File: config.mk
export PLATFORM = sky130hd
export DESIGN_NAME = register_shift_piso_4_bit_tx
export DESIGN_NICKNAME = d
export VERILOG_FILES = /design/src/rtl/shift_reg_pkg.sv /design/src/rtl/shift_bit_counter.sv /design/src/rtl/register_shift_piso_4_bit_tx.sv
export SDC_FILE = /design/constraint.sdc
export NUM_CORES = 1
export LEC_CHECK = 0
export CORE_AREA = 4 4 41 43
export CTS_CLUSTER_DIAMETER = 200
export DETAILED_ROUTE_END_ITERATION = 10
export DIE_AREA = 0 0 45 47
export PLACE_DENSITY = 0.56
export SETUP_SLACK_MARGIN = 0.3
export SLEW_MARGIN = 30
export SYNTH_ARGS = -nofsm -noshare
export SYNTH_HDL_FRONTEND = slang
export SYNTH_SLANG_ARGS = --single-unit
File: constraint.sdc
create_clock -name clk -period 1.55 [get_ports clk]
set_clock_uncertainty 0.1 [all_clocks]
set_input_delay 0.465 -clock clk [delete_from_list [all_inputs] [get_ports clk]]
set_output_delay 0.465 -clock clk [all_outputs]
set_load 0.005 [all_outputs]
File: src/rtl/shift_reg_pkg.sv
`default_nettype none
// ============================================================================
// Module      : shift_reg_pkg
// Description : Shared types and constants for the 4-bit shift-register link
//               (PISO transmitter and SIPO receiver).
// Revision    : 1.0 - initial release
// ============================================================================
package shift_reg_pkg;

    // Frame sequencer states
    typedef enum logic [0:0] {
        IDLE  = 1'b0,
        SHIFT = 1'b1
    } state_t;

    // Default word length shared by both ends of the link
    localparam int SHIFT_WIDTH = 4;

    // Bit order on the wire: 1 = MSB first
    localparam bit MSB_FIRST = 1'b1;

endpackage : shift_reg_pkg
`default_nettype wire

File: src/rtl/shift_bit_counter.sv
`default_nettype none
// ============================================================================
// Module      : shift_bit_counter
// Description : Loadable down-counter with zero flag; saturates at zero.
// Revision    : 1.0 - initial release
// ============================================================================
module shift_bit_counter #(
    parameter int CNT_W = 2
) (
    input  logic             clk,
    input  logic             clear_n,
    input  logic             load,
    input  logic [CNT_W-1:0] load_value,
    input  logic             dec,
    output logic [CNT_W-1:0] count,
    output logic             zero
);

    logic [CNT_W-1:0] r_count;

    // Decrement is gated on non-zero so the count can never wrap.
    always_ff @(posedge clk) begin
        if (!clear_n) begin
            r_count <= '0;
        end else if (load) begin
            r_count <= load_value;
        end else if (dec && (r_count != '0)) begin
            r_count <= r_count - 1'b1;
        end
    end

    assign count = r_count;
    assign zero  = (r_count == '0);

endmodule : shift_bit_counter
`default_nettype wire

File: src/rtl/register_shift_piso_4_bit_tx.sv
`default_nettype none
// ============================================================================
// Module      : register_shift_piso_4_bit_tx
// Description : Parallel-in/serial-out transmitter with valid/ready load and
//               gap-free back-to-back framing.
// Revision    : 1.0 - initial release
// ============================================================================
module register_shift_piso_4_bit_tx
    import shift_reg_pkg::*;
#(
    parameter  int WIDTH = SHIFT_WIDTH,
    localparam int CNT_W = $clog2(WIDTH)
) (
    input  logic             clk,
    input  logic             clear_n,
    input  logic             load_valid,
    output logic             load_ready,
    input  logic [WIDTH-1:0] parallel_in,
    output logic             serial_out,
    output logic             serial_valid,
    output logic             last_bit,
    output logic             busy
);

    localparam logic [CNT_W-1:0] c_LAST_IDX = CNT_W'(WIDTH - 1);

    state_t           r_state;
    state_t           w_state_next;
    logic [WIDTH-1:0] r_shift;
    logic [WIDTH-1:0] w_shift_next;
    logic             w_out_bit;
    logic [CNT_W-1:0] w_cnt;
    logic             w_cnt_zero;
    logic             w_in_shift;
    logic             w_last;
    logic             w_load;

    assign w_in_shift = (r_state == SHIFT);
    assign w_last     = w_in_shift && w_cnt_zero;
    assign load_ready = (r_state == IDLE) || w_last;
    assign w_load     = load_valid && load_ready;

    shift_bit_counter #(
        .CNT_W (CNT_W)
    ) u_bit_counter (
        .clk        (clk),
        .clear_n    (clear_n),
        .load       (w_load),
        .load_value (c_LAST_IDX),
        .dec        (w_in_shift && !w_load),
        .count      (w_cnt),
        .zero       (w_cnt_zero)
    );

    // Zero fill means the register is empty once the last bit has left.
    generate
        if (MSB_FIRST) begin : g_msb_first
            assign w_shift_next = {r_shift[WIDTH-2:0], 1'b0};
            assign w_out_bit    = r_shift[WIDTH-1];
        end else begin : g_lsb_first
            assign w_shift_next = {1'b0, r_shift[WIDTH-1:1]};
            assign w_out_bit    = r_shift[0];
        end
    endgenerate

    always_ff @(posedge clk) begin
        if (!clear_n) begin
            r_shift <= '0;
        end else if (w_load) begin
            r_shift <= parallel_in;
        end else if (w_in_shift) begin
            r_shift <= w_shift_next;
        end
    end

    always_ff @(posedge clk) begin
        if (!clear_n) begin
            r_state <= IDLE;
        end else begin
            r_state <= w_state_next;
        end
    end

    always_comb begin
        w_state_next = r_state;
        case (r_state)
            IDLE: begin
                if (w_load) w_state_next = SHIFT;
            end
            SHIFT: begin
                if (w_load)          w_state_next = SHIFT;
                else if (w_cnt_zero) w_state_next = IDLE;
            end
            default: w_state_next = IDLE;
        endcase
    end

    assign serial_out   = w_out_bit;
    assign serial_valid = w_in_shift;
    assign busy         = w_in_shift;
    assign last_bit     = w_last;

    // w_cnt is only consumed through the zero flag; keep it observable.
    logic w_unused_cnt;
    assign w_unused_cnt = ^w_cnt;

endmodule : register_shift_piso_4_bit_tx
`default_nettype wire
Word-level counts from Yosys, hierarchy flattened --
Index checks and enable logic that the tools add are counted.
Storage, ports and cells: register bits 7
Operators by class: add/sub/neg operators 1, mux-type cells 8, bitwise operators 1, reduce and logical (&&, ||, !) cells 10
Operator list (count):
- 4-bit two-way mux | 2
- 2-bit nonzero test | 3
- 1-bit logical AND | 4
- 2-bit two-way mux | 2
- 1-bit two-way mux | 3
- 2-bit zero test | 1
- 1-bit case mux with 2 select lines | 1
- 2-bit by 1-bit subtractor with 2-bit output, second input constant | 1
- 1-bit zero test | 1
- 1-bit logical OR | 1
- 1-bit inverter | 1

Longest topological paths before layout --
Gate-level depths: netlist of the first run.
depth after elaboration 9, depth in mapped cells 7

By module --
A second synthesis of the first run with hierarchy kept.
Second synthesis, totals: cell total of the unflattened synthesis 47, area total of the unflattened synthesis 429.2 µm²
By module, submodules not included:
- register_shift_piso_4_bit_tx | instances 1, cells an instance 33, area an instance 306.5 µm², seq. area each 100.1 µm²
- shift_bit_counter | instances 1, cells an instance 14, area an instance 122.6 µm², seq. area each 40.0 µm²

Least setup slack after synthesis of the first run --
OpenSTA, ideal clock, no wires.
kind reg-to-output, from register u_bit_counter.r_count[0], in the netlist u_bit_counter.count[0], to output load_ready, arrival 923 ps, slack 62 ps, cell stages (with the launch flop) 6, buffers on the path 1, path through dfxtp_1 > inv_1 > ha_1 > and2b_1 > buf_4 > inv_2
Between the ends: cells in the longest elaborated chain, start to end 3
Ends and longest elaborated chain:
- start: declaration | line shift_bit_counter.sv:19 | logic [CNT_W-1:0] r_count;
- start signal: assignment | line shift_bit_counter.sv:26 | r_count <= load_value;
- start signal: assignment | line shift_bit_counter.sv:28 | r_count <= r_count - 1'b1;
- 2-bit zero test | line shift_bit_counter.sv:33 | assign zero = (r_count == '0);
- 1-bit logical AND | line register_shift_piso_4_bit_tx.sv:39 | assign w_last = w_in_shift && w_cnt_zero;
- 1-bit logical OR | line register_shift_piso_4_bit_tx.sv:40 | assign load_ready = (r_state == IDLE) || w_last;
- end: declaration | line register_shift_piso_4_bit_tx.sv:17 | output logic load_ready,
No other way between the ends.

Worst setup path after layout of the first run --
from register u_bit_counter.r_count[1], in the netlist u_bit_counter.count[1], to output load_ready
Same word-level chain as after synthesis.

==> results.py, run 1 <==
metrics = {
    "clock_network": {
        "clock_path_buffers": 2,
        "tritoncts": "done",
        "h-tree-depth": 1,
        "clk_latency_ns": 0.25,
        "ctsRootBufferMaster": "clkbuf_4",
        "cts_hold_buf": 0,
        "clock_sinks": 7,
        "cts_buffers": 3,
        "clk_pin_slew_worst_paths_ns": 0.05,
    },
    "synthesis": {
        "post-synth-top-area-fraction_pct": 42.1,
        "syn_area_sq_um": 333,
        "synth-adder-area-share_pct": 3.76,
        "ys_types": 17,
        "synth_area_leader_cell": "dfxtp_1",
        "avgSynthCellArea_sq_um": 8.53,
        "synth_xor_area_share_pct": 0,
        "synth.net_count": 47,
        "ys_warn_count": 0,
        "synth_top_family_by_area": "compound AO/OA/AOI/OAI gates",
        "synth_compound_area_share_pct": 25.2,
        "yosys-top-cells-area": "dfxtp_1 (42%), a211oi_1 (6.8%), nor3_1 (6.0%), inv_1 (5.6%), a21oi_1 (4.5%)",
        "muxShareOfSynthArea_pct": 0,
        "yosysSeqAreaShare_pct": 42.1,
        "syn_inst": 39,
        "synthSimpleGateAreaFrac_pct": 16.2,
        "ys_seq_elements": 7,
    },
    "critical_path": {
        "worstPathRequired_ns": 0.98,
        "worstPathArrival_ns": 1.13,
        "cp_max_fo": 2,
        "crit_path_start_kind": "flop",
        "worst-setup-path-type": "reg2out",
        "crit_path_end_kind": "primary output",
    },
    "timing": {
        "hold_violations": 0,
        "fin_ws_ns": -0.149,
        "slew_headroom_pct": 82.9,
        "slew_violations": 0,
        "fin_crit_ns": 1.70,
        "setup_viol": 2,
        "worst-slew-pin-transition_ns": 0.256,
        "setup-tns-final_ns": -0.296,
        "fin_crit_sh_pct": 110,
        "fmax_ghz": 0.588,
        "rsz0062_at_grt": "true",
    },
    "job": {
        "maxCapViolCount": 0,
    },
    "route": {
        "wl_per_cell_um": 12.6,
        "vias": 372,
        "drtIter0Drc": 5,
        "dr.pass1.iters": 4,
        "final_antenna_net_count": 0,
        "viasPerCell": 4.59,
        "drc_errors": 0,
        "wirelength_mm": 1.02,
    },
    "floorplanning": {
        "rows": 13,
        "start_util_pct": 25.6,
        "die_h_um": 47,
        "dieArea_sq_um": 2120,
        "die_w_um": 45,
        "pin_count": 12,
        "core_region_area_sq_um": 1300,
    },
    "power_and_ir_drop": {
        "p_per_area_nw_per_um2": 817,
        "p_leak_nw": 0.286,
        "ir_drop_uv": 526,
        "power.total_uw": 559,
    },
    "grt": {
        "overflow": 0,
        "grt_antenna_before_repair": 0,
        "grt_pass1_vias": 383,
        "grt_max_degree": 9,
        "grt.total_usage_pct": 11.0,
        "grt_pass1_wl_mm": 1.57,
    },
    "final_layout": {
        "final_layout_size_suffix_gt1_share_pct": 63.6,
        "mostFrequentLayoutCells": "buf_4 (10), buf_6 (7), clkdlybuf4s50_1 (5)",
        "fin_area_sq_um": 684,
        "final_common_cell": "buf_4",
        "syn_to_final_growth_pct": 106,
        "nets": 75,
        "finish.utilization_pct": 52.6,
        "diodes": 0,
    },
    "status": {
        "status": "finished, violations left",
        "violations": "negative setup slack",
    },
    "placed_design": {
        "place_congestion": 0.710,
        "hpwl_um": 701,
        "place_area_sq_um": 534,
        "port_buffers": 11,
    },
    "hold_path": {
        "hold_path.class": "reg2reg",
    },
}
[timing repair]
item	4_1_cts	5_1_grt
endpoints found under the setup margin	12	12
gates resized for setup	43	6
endpoints found under the hold margin	0	0
pin swaps	7	5
buffers inserted	4	1
[sequential cells by signal, summed over array words and instances, names as in the netlist]
register	count
busy	1
u_bit_counter.count	2
r_shift	4
[power breakdown]
part	switching (mW)	internal, mW	leakage [nW]	total [mW]
logic	0.0748	0.107	0.211	0.182
clock network	0.0705	0.0984	0.0150	0.169
registers	0.0104	0.198	0.0591	0.209
total	0.156	0.403	0.285	0.559
[cell families after synthesis]
group / Yosys count
flip-flops: 7
AO/OA/AOI/OAI: 13
AND/OR/NAND/NOR: 9
adder cells (fa/ha/maj): 1
buffers and inverters: 9
[critical path: stages, from the launching register on]
cell	delay [ns]
dfxtp_2	0.33
inv_2	0.04
ha_4	0.14
and2b_2	0.23
inv_4	0.03
buf_6	0.10
[through the flow]
step | std cells | setup slack (ns) | hold slack [ns]
global placement | 72 | -0.235 | 0.367
CTS | 80 | -0.162 | 0.364
global route | 81 | -0.216 | 0.386
finish | 81 | -0.149 | 0.362
floorplan | 39 | 0.137 | 0.327
detailed placement | 72 | -0.251 | 0.370
[final cells by class]
type,count,area (sq um)
Tap cell,15,18.8
Multi-Input combinational cell,23,225
Sequential cell,7,145
Clock buffer,4,26.3
Fill cell,130,617
Timing Repair Buffer,26,244
Inverter,6,25.0
[path summary, 6_finish.rpt]
| kind | endpoint | from | cells after the start | slack (ns) |
|---|---|---|---|---|
| setup reg to reg | r_shift[3] | u_bit_counter.count[1] | 7 | 0.15 |
| setup / recovery | load_ready | u_bit_counter.count[1] | 5 | -0.15 |
| hold reg to reg | r_shift[3] | r_shift[2] | 2 | 0.36 |
| hold / removal | r_shift[3] | r_shift[2] | 2 | 0.36 |
[Yosys cell counts (all sizes together)]
library cell	number
ha	1
and2	1
nor2	2
inv	6
nor4	1
a31oi	2
a211oi	3
nor3	4
a21oi	3
buf	3
a32oi	1
o31ai	2
dfxtp	7
o21ai	2
and2b	1
[routing by layer]
metal | global-route usage [%] | routed length (um)
met1 | 8.94 | 355
met2 | 21.5 | 614
met3 | 6.90 | 47
met4 | 3.51 | 0
met5 | 0 | 0
No activity file was read; power rests on OpenSTA's default activity.
==> run 2: changes to the inputs <==
Settings changed: CORE_AREA 4 4 41 43 to 5 5 42 44, DIE_AREA 0 0 45 47 to 0 0 47 49, SLEW_MARGIN 30 to 15.
==> results.py, run 2 (synthesized netlist as in run 1, its figures left out) <==
metrics = {
    "floorplanning": {
        "start_util_pct": 23.7,
        "pin_count": 12,
        "core_region_area_sq_um": 1400,
        "rows": 14,
        "die_h_um": 49,
        "die_w_um": 47,
        "dieArea_sq_um": 2300,
    },
    "clock_network": {
        "cts_hold_buf": 0,
        "clock_sinks": 7,
        "clock_path_buffers": 2,
        "clk_latency_ns": 0.26,
        "cts_buffers": 3,
        "clk_pin_slew_worst_paths_ns": 0.05,
        "ctsRootBufferMaster": "clkbuf_4",
        "tritoncts": "done",
        "h-tree-depth": 1,
    },
    "status": {
        "violations": "negative setup slack",
        "status": "finished, violations left",
    },
    "critical_path": {
        "crit_path_start_kind": "flop",
        "regToRegStartpoint": "u_bit_counter.count[1]",
        "timing.reg2reg.setup_slack_ns": -0.11,
        "worstPathArrival_ns": 1.17,
        "cp_cell_sequence": "inv_2 > ha_4 > and2b_2 > inv_4 > buf_6",
        "cpPeakStageDelay_ns": 0.34,
        "cp_max_fo": 2,
        "regToRegEndpoint": "u_bit_counter.count[1]",
        "crit_path_top_delay_cell": "dfxtp_2",
        "crit_path_end_kind": "primary output",
        "startpoint": "u_bit_counter.count[1]",
        "worstPathRequired_ns": 0.98,
        "worst-setup-path-type": "reg2out",
        "rr_worst_depth": 8,
    },
    "hold_path": {
        "hold_depth": 2,
        "holdPathEnd": "r_shift[3]",
        "hold_path.class": "reg2reg",
        "worstHoldStart": "r_shift[2]",
    },
    "grt": {
        "grt_pass1_wl_mm": 1.73,
        "overflow": 0,
        "grt_antenna_before_repair": 0,
        "grt.total_usage_pct": 11.5,
        "grt_pass1_vias": 410,
        "grt_max_degree": 8,
    },
    "timing": {
        "hold_violations": 0,
        "setup_viol": 8,
        "worst-slew-pin-transition_ns": 0.266,
        "fin_crit_sh_pct": 112,
        "fin_crit_ns": 1.74,
        "slew_headroom_pct": 82.1,
        "slew_violations": 0,
        "rsz0062_at_grt": "true",
        "fin_ws_ns": -0.186,
        "timing.hold.ws_ns": 0.356,
        "fmax_ghz": 0.576,
    },
    "placed_design": {
        "place_area_sq_um": 543,
        "hpwl_um": 684,
        "place_congestion": 0.706,
        "port_buffers": 11,
    },
    "final_layout": {
        "nets": 81,
        "final_common_cell": "buf_4",
        "final_layout_size_suffix_gt1_share_pct": 69.4,
        "mostFrequentLayoutCells": "buf_4 (15), buf_6 (9), clkdlybuf4s50_1 (5)",
        "syn_to_final_growth_pct": 124,
        "diodes": 0,
        "top_register": "r_shift",
        "largest_register_ffs": 4,
        "fin_area_sq_um": 747,
    },
    "route": {
        "vias": 398,
        "final_antenna_net_count": 0,
        "dr.pass1.iters": 4,
        "wl_per_cell_um": 13.3,
        "drtIter0Drc": 4,
        "wirelength_mm": 1.17,
        "viasPerCell": 4.52,
        "drc_errors": 0,
    },
    "power_and_ir_drop": {
        "p_per_area_nw_per_um2": 791,
        "p_leak_nw": 0.323,
        "power.total_uw": 590,
        "ir_drop_uv": 408,
    },
    "job": {
        "maxCapViolCount": 0,
    },
}
[run 2: what timing repair did]
action / in CTS / in global routing
resized for setup: 47 / 4
pin swaps: 7 / 3
buffers inserted: 7 / 3
setup endpoints to repair: 12 / 12
[run 2: cell type report]
cell class              instances  area (sq um)
multi-input cells              23           233
repair buffers                 32           298
well taps                      16          20.0
flip-flops and latches          7           145
clock buffers                   4          26.3
inverters                       6          25.0
fillers                       137           654
[run 2: worst max-delay path: cells and delay by family, from the launching register on]
family                     cells  cell delay (ns)
adders and majority gates      1             0.14
buffers and inverters          3             0.19
DFF                            1             0.34
and+or+nand+nor                1             0.24
[run 2: power by group]
part	internal (mW)	switching (mW)
registers	0.198	0.0115
logic	0.127	0.0827
clock network	0.0986	0.0727
[run 2: worst max path at each step]
stage | to | cells after the start
after floorplan | load_ready | 5
after global placement | load_ready | 5
after detailed placement | load_ready | 5
after CTS | load_ready | 5
after global routing | load_ready | 5
final | load_ready | 5
[run 2: metrics by stage]
step           setup WS, ns  utilization [%]  TNS [ns]  cells
2_1_floorplan         0.137                -         0     39
3_3_place_gp         -0.233             38.8     -1.14     74
3_5_place_dp         -0.252             38.8     -1.07     74
4_1_cts              -0.158             50.3    -0.307     85
5_1_grt              -0.243             53.3     -1.32     88
6_report             -0.186             53.3    -0.838     88
[run 2: per-layer routing]
metal | GRT usage [%] | vias up | share of wire, %
met5 | 0 | - | 0
met3 | 6.64 | 5 | 5.7
met1 | 9.53 | 182 | 32
li1 | - | 205 | -
met4 | 6.91 | 0 | 2.4
met2 | 19.7 | 6 | 60
